[src/rtl/ext_pipe.sv]
`default_nettype none
// ============================================================================
// Module      : ext_pipe
// Description : Registered immediate / load-data extender with a 2-entry
//               skid FIFO, valid/ready on both sides and a sideband tag.
//               Optional macro EXT_MISALIGN_CHK_EN adds a misaligned
//               halfword flag carried with each stored beat.
// Revision    : 1.0 - initial release
// ============================================================================
module ext_pipe #(
    parameter int IN_W  = 16,
    parameter int OUT_W = 32,
    parameter int TAG_W = 5,
    parameter int AL_W  = $clog2(OUT_W / 8)
) (
    input  logic             clk,
    input  logic             reset_n,
    input  logic             in_valid,
    output logic             in_ready,
    input  logic [2:0]       in_op,
    input  logic [IN_W-1:0]  in_imm,
    input  logic [OUT_W-1:0] in_data,
    input  logic [AL_W-1:0]  in_addr,
    input  logic [TAG_W-1:0] in_tag,
    input  logic             flush,
    output logic             out_valid,
    input  logic             out_ready,
    output logic [OUT_W-1:0] out_data,
    output logic [TAG_W-1:0] out_tag,
    output logic             out_misalign
);

    localparam logic [1:0] c_full = 2'd2;

    logic             r_wr_ptr;
    logic             r_rd_ptr;
    logic [1:0]       r_count;
    logic [OUT_W-1:0] r_mem_data [2];
    logic [TAG_W-1:0] r_mem_tag  [2];

    logic             w_accept;
    logic             w_pop;
    logic [OUT_W-1:0] w_ext;
    logic [7:0]       w_byte;
    logic [15:0]      w_half;

    // Handshake: ready depends only on registered occupancy
    assign in_ready  = (r_count != c_full);
    assign out_valid = (r_count != 2'd0);
    assign w_accept  = in_valid & in_ready;
    assign w_pop     = out_valid & out_ready;

    // Head entry is presented directly from storage
    assign out_data  = r_mem_data[r_rd_ptr];
    assign out_tag   = r_mem_tag[r_rd_ptr];

    // Byte / halfword lanes of the loaded word; halfword ignores addr[0]
    assign w_byte = in_data[{in_addr, 3'b000} +: 8];
    assign w_half = in_data[{in_addr[AL_W-1:1], 4'b0000} +: 16];

    // Extension is done before storage so the FIFO holds final results
    always_comb begin
        w_ext = '0;
        case (in_op)
            3'b000: w_ext = {{(OUT_W-IN_W){1'b0}}, in_imm};
            3'b001: w_ext = {{(OUT_W-IN_W){in_imm[IN_W-1]}}, in_imm};
            3'b010: w_ext = {in_imm, {(OUT_W-IN_W){1'b0}}};
            3'b011: w_ext = {in_imm[IN_W-1], {(OUT_W-IN_W-1){1'b0}}, in_imm};
            3'b100: w_ext = {{(OUT_W-8){1'b0}}, w_byte};
            3'b101: w_ext = {{(OUT_W-8){w_byte[7]}}, w_byte};
            3'b110: w_ext = {{(OUT_W-16){1'b0}}, w_half};
            default: w_ext = {{(OUT_W-16){w_half[15]}}, w_half};
        endcase
    end

    // Storage entries change only when a beat is accepted (flush drops it)
    always_ff @(posedge clk or negedge reset_n) begin
        if (!reset_n) begin
            for (int i = 0; i < 2; i++) begin
                r_mem_data[i] <= '0;
                r_mem_tag[i]  <= '0;
            end
        end else if (w_accept && !flush) begin
            r_mem_data[r_wr_ptr] <= w_ext;
            r_mem_tag[r_wr_ptr]  <= in_tag;
        end
    end

    // Pointer and occupancy bookkeeping; flush empties the buffer
    always_ff @(posedge clk or negedge reset_n) begin
        if (!reset_n) begin
            r_wr_ptr <= 1'b0;
            r_rd_ptr <= 1'b0;
            r_count  <= 2'd0;
        end else if (flush) begin
            r_wr_ptr <= 1'b0;
            r_rd_ptr <= 1'b0;
            r_count  <= 2'd0;
        end else begin
            if (w_accept) r_wr_ptr <= ~r_wr_ptr;
            if (w_pop)    r_rd_ptr <= ~r_rd_ptr;
            case ({w_accept, w_pop})
                2'b10:   r_count <= r_count + 2'd1;
                2'b01:   r_count <= r_count - 2'd1;
                default: r_count <= r_count;
            endcase
        end
    end

`ifdef EXT_MISALIGN_CHK_EN
    logic r_mem_mis [2];
    logic w_mis;

    // Halfword loads at an odd byte offset are flagged
    assign w_mis        = in_op[2] & in_op[1] & in_addr[0];
    assign out_misalign = r_mem_mis[r_rd_ptr];

    // Misalign flag travels with its beat through the same storage slot
    always_ff @(posedge clk or negedge reset_n) begin
        if (!reset_n) begin
            r_mem_mis[0] <= 1'b0;
            r_mem_mis[1] <= 1'b0;
        end else if (w_accept && !flush) begin
            r_mem_mis[r_wr_ptr] <= w_mis;
        end
    end
`else
    assign out_misalign = 1'b0;
`endif

endmodule
`default_nettype wire

[config.mk]
export PLATFORM = sky130hd
export DESIGN_NAME = ext_pipe
export DESIGN_NICKNAME = d
export VERILOG_FILES = /design/src/rtl/ext_pipe.sv
export SDC_FILE = /design/constraint.sdc
export NUM_CORES = 1
export LEC_CHECK = 0
export BUFFER_PORTS_ARGS = -buffer_cell sky130_fd_sc_hd__buf_2
export CAP_MARGIN = 0
export CORE_AREA = 3 3 153 81
export DETAILED_ROUTE_END_ITERATION = 10
export DIE_AREA = 0 0 156 84
export SLEW_MARGIN = 10
export SYNTH_ARGS = -nofsm -noshare
export SYNTH_HDL_FRONTEND = slang
export SYNTH_SLANG_ARGS = --single-unit
[constraint.sdc]
create_clock -name clk -period 4.4 [get_ports clk]
set_clock_uncertainty 0.15 [all_clocks]
set_input_delay 0.22 -clock clk [delete_from_list [all_inputs] [get_ports clk]]
set_output_delay 0.22 -clock clk [all_outputs]
set_load 0.02 [all_outputs]
Word-level counts from Yosys, hierarchy flattened
Cells that the tools add are included.

Memory bits (writable): 0. Output and inout bits: 40. Memories: 0. Logic and storage cells: 56. Latch bits: 0. ROM bits: 0. Bits in registers: 78. Input port bits: 63.

Equal/unequal tests: 9. Mux-type cells: 19. Div/mod/pow operators: 0. Bitwise operators: 6. Reductions and logical operators: 8. Add/sub/neg operators: 2. Shifts and indexed selects: 2. Multiply operators: 0. Magnitude comparators: 3.

Operators by type and width (count): case mux 32 bit (7 select lines) (1); 2-to-1 mux 32 bit (4); bitwise mux 64 bit (1); demux 32 bit (select 1 bit) (1); indexed part select 32 x 6 -> 16 bit (1); indexed part select 32 x 6 -> 8 bit (1); 2-to-1 mux 5 bit (4); bitwise mux 10 bit (1); equality test 3 bit (second input constant) (3); equality test 3 x 2 -> 1 bit (second input constant) (2); nonzero test 2 bit (3); demux 5 bit (select 1 bit) (1); >= comparator 2 bit (second input constant) (2); 2-to-1 mux 1 bit (4); NOT 1 -> 2 bit (2); case mux 2 bit (2 select lines) (1); equality test 3 x 1 -> 1 bit (second input constant) (1); logical NOT 3 bit (1); nonzero test 3 bit (1); adder 2 x 1 -> 2 bit (second input constant) (1); bitwise AND 1 bit (2); equality test 2 x 1 -> 1 bit (second input constant) (1); equality test 2 bit (second input constant) (1); logical AND 1 bit (2); other kinds (6) (7).

Longest topological paths before layout
Depth in word-level cells: 6. Gate-level depth with buffers: 6. Depth with buffers taken out: 4.

Least setup slack after synthesis
Ideal clock, no wire load.

Path type: reg2out. From: register r_rd_ptr. To: output port out_data[10]. Arrival: 1.355 ns. Path buffers: 2. Path slack: 2.675 ns. Stages on the path, launching flop included: 4. Required time: 4.030 ns. Path through: dfrtp_1 -> clkbuf_1 -> buf_1 -> mux2_2.

Cells in the longest elaborated chain, start to end: 4.

RTL lines: start, declared (RTL line 36) `logic r_rd_ptr;`; start signal, assigned (RTL line 101) `if (w_pop) r_rd_ptr <= ~r_rd_ptr;`; NOT 1 -> 2 bit (implied by the code) (RTL line 54) `assign out_data = r_mem_data[r_rd_ptr];`; 2-to-1 mux 32 bit (implied by the code) (3 in series) (RTL line 54); end, declared (RTL line 28) `output logic [OUT_W-1:0] out_data,`.

No other way between the ends. The select of a mux whose other input is x is not followed.

Final worst setup path
From: register r_wr_ptr. To: register r_mem_data[16] in the netlist's numbering.

Cells in the longest elaborated chain, start to end: 6. Elaborated cells between the ends (all ways): 7. Classes of those cells: order compare: 2; mux: 3; bitwise: 1; reduce/logical: 1.

RTL lines: start, declared (RTL line 35) `logic r_wr_ptr;`; start signal, assigned (RTL line 100) `if (w_accept) r_wr_ptr <= ~r_wr_ptr;`; NOT 1 -> 2 bit (implied by the code) * (RTL line 84) `r_mem_data[r_wr_ptr] <= w_ext;`; >= comparator 2 bit (implied by the code) or less-than comparator 2 x 1 -> 1 bit (tied branches) (RTL line 84); logical AND 1 bit (implied by the code) (RTL line 84); 2-to-1 mux 32 bit (implied by the code) (RTL line 84); demux 32 bit (select 1 bit) * (RTL line 84); bitwise mux 64 bit * (RTL line 84); end signal, assigned by index (RTL line 84); end, declared (RTL line 38) `logic [OUT_W-1:0] r_mem_data [2];`.

Every way passes the cells marked *; elsewhere a longest branch is shown, timed or not. A chain may end at the register's enable or synchronous reset.

==> results.cfg <==
[cells_and_area]
syn2layout_area_growth_pct = 20.0
drive_gt1_share_pct = 34.0
seqCellArea_mm2 = 0.00195
nNetsFinal = 572
fillers = 1059
antenna_cells = 0
multi_input_area_mm2 = 0.00210
design_area_mm2 = 0.00529

[floorplanning]
start_util_pct = 40.1
io_pins = 103
die_height_um = 84
core_mm2 = 0.0110
core.rowCount = 27
die_w_um = 156
die-area_mm2 = 0.0131

[setup_path]
cp_max_fo = 21
critPathLaunch = r_wr_ptr
crit_family = compound AO/OA/AOI/OAI gates
crit_chain = inv_1 > a2111oi_4 > a32oi_1
cp_slowest_cell = a2111oi_4
critPathMaxStageDelay_ns = 1.06
crit-reg2reg-launch = r_wr_ptr
cp_num_buf_inv = 1
cp-start-kind = flip-flop
cp-end-kind = flip-flop
crit_required_ns = 4.42
critPathKind = reg -> reg
cp_data_arrival_time_ns = 3.05

[synth]
synthCells = 431
synth-seq-cells = 78
synth_flop_cell = dfrtp_1
synth_edf_count = 0
seq_area_frac_synth_pct = 44.3
ys_warn_count = 0
ys_types = 41
syn-num-nets = 494
syn_avg_cell_area_um2 = 10.2
synth.area.top_cells = dfrtp_1 44%, mux2_2 11%, a32oi_1 9.3%
synth_largest_area_cell = dfrtp_1
async_reset_ff_share_pct = 100
synth_area_mm2 = 0.00440
synth_top_area_share_pct = 44.3

[min_path]
hp-start = in_valid
hold_class = in -> reg

[global_route]
grt_pass1_vias = 3707
grt_pass1_wl_mm = 19.7
grt_use_total_pct = 18.9
grt_overflow_total = 0
grt_max_degree = 79
antenna_found_initial = 0

[placement]
dpl_cell_area_mm2 = 0.00491
io_buffer_count = 101
dp_hpwl_mm = 8.13
dp_slack_ns = 1.39
gp_congestion = 0.863

[timing]
period_share_pct = 69.1
worst_pin_slew_ns = 1.07
rsz0062_at_grt = false
final_hold_viol_count = 0
finalSetupViolCount = 0
fmax_mhz = 329
maxSlewHeadroom_pct = 28.7
post-route-min-period_ns = 3.04
report.final.slew_viol_count = 0
finalSetupTns_ns = 0
worst_slack_ns = 1.36

[routing]
num_vias = 3709
avgViaCountPerCell = 5.63
dr.first_iter.drc_count = 308
dr.pass1.iters = 4
routedWlPerCell_um = 18.4
drc = 0
finalWirelength_mm = 12.1
drtAntennaViolNets = 0

[run_status]
status = finished clean

[clocking]
h-tree-depth = 3
clock-root-buffer = clkbuf_16
clock_sinks = 78
insertion_delay_ns = 0.34
path_clk_slew_ns = 0.06
clk_path_buf_depth = 2
cts_made_buffers = 9
cts_tree = built

[power]
power_density_mw_per_mm2 = 452
finalPower_uw = 2390
ir_drop_v = 0.000170
p_leak_uw = 0.00228

[run]
cap_violations = 0
==> layer usage <==
layer  vias up  global-route usage (%)  share of wire (%)
met5         -                       0                  0
met4         0                    5.61                1.1
met3        15                    4.30                5.4
met2       106                    29.9                 48
met1      1795                    25.9                 46
li1       1793                       -                  -
==> metrics by stage <==
| stage | hold slack [ns] | std cells | util [%] |
|---|---|---|---|
| final | 0.0287 | 659 | 48.1 |
| after global routing | 0.0541 | 659 | 48.1 |
| after CTS | 0.0202 | 659 | 48.1 |
| after detailed placement | 0.304 | 636 | 44.8 |
| after global placement | 0.299 | 636 | 44.8 |
| after floorplan | -0.226 | 431 | - |
==> power by group <==
| group | switching, µW | internal (µW) | leakage (µW) | total [µW] |
|---|---|---|---|---|
| combinational | 377 | 275 | 0.00123 | 652 |
| sequential | 91.4 | 890 | 0.000900 | 981 |
| clock | 298 | 456 | 0.000150 | 753 |
==> synthesized netlist by cell type, types with 2 or more instances <==
library cell	count
mux2_2	44
a31oi_1	60
nand2_1	16
o211ai_1	2
a21oi_1	3
nand3_1	9
buf_2	15
clkbuf_1	22
nor2b_1	2
and3b_1	2
buf_1	2
nor3_1	2
o21ai_0	19
nand3b_1	16
o31ai_1	4
mux2i_1	3
nand2b_1	3
dfrtp_1	78
a32oi_1	47
nor3b_1	2
a21o_1	16
nor2_1	4
buf_6	3
a2111oi_4	2
inv_1	36
buf_4	4
==> path summary, 6_finish.rpt <==
check	to	slack, ns	cells past startpoint
worst max-delay path	r_mem_data[16]	1.36	3
worst min-delay path	r_wr_ptr	0.03	3
worst max register to register	r_mem_data[16]	1.36	3
worst min register to register	r_mem_tag[8]	0.35	1
max in group asynchronous	r_rd_ptr	2.95	2
min in group asynchronous	r_mem_data[50]	0.44	2
==> area by class of cell <==
cell class / count / share of cell area [%]
clock buffers: 11 / 4.59
clock inverters: 5 / 1.09
inverters: 37 / 2.63
multi-input cells: 270 / 39.7
flip-flops and latches: 78 / 37.0
well taps: 145 / 3.43
repair buffers: 113 / 11.6
==> timing repair <==
action / in CTS / in global routing
resized for setup: 0 / 0
setup buffers: 0 / 0
hold buffers: 7 / 0
endpoints found under the hold margin: 92 / 0
==> state kept, by name (all words and copies together), names as in the netlist <==
name        count
r_mem_tag      10
r_count         2
r_wr_ptr        1
r_rd_ptr        1
r_mem_data     64
==> placed cells by master, fill, tap and decap left out, drive strengths merged, types with 11 or more instances in the layout <==
cell type / n
buf: 106
dfrtp: 78
a31oi: 60
a32oi: 47
mux2: 46
inv: 38
o21ai: 19
nand3b: 17
nand2: 16
a21o: 16
clkbuf: 11
==> tightest hold or removal path, cell delays in order <==
cell	delay (ns)
buf_2	0.13
nand3_1	0.07
a21oi_1	0.06
==> cell families (layout without fill, tap and decap cells) <==
logic type	Yosys count	in the layout	share of synthesized area, %
flip-flops	78	78	44.3
XOR/XNOR	1	1	0.199
AO/OA/AOI/OAI	157	157	26.1
AND/OR/NAND/NOR	62	62	8.35
multiplexers	49	49	12.5
buffers and inverters	83	166	8.35
other	1	1	0.0852
(Power assumes the default switching activity.)
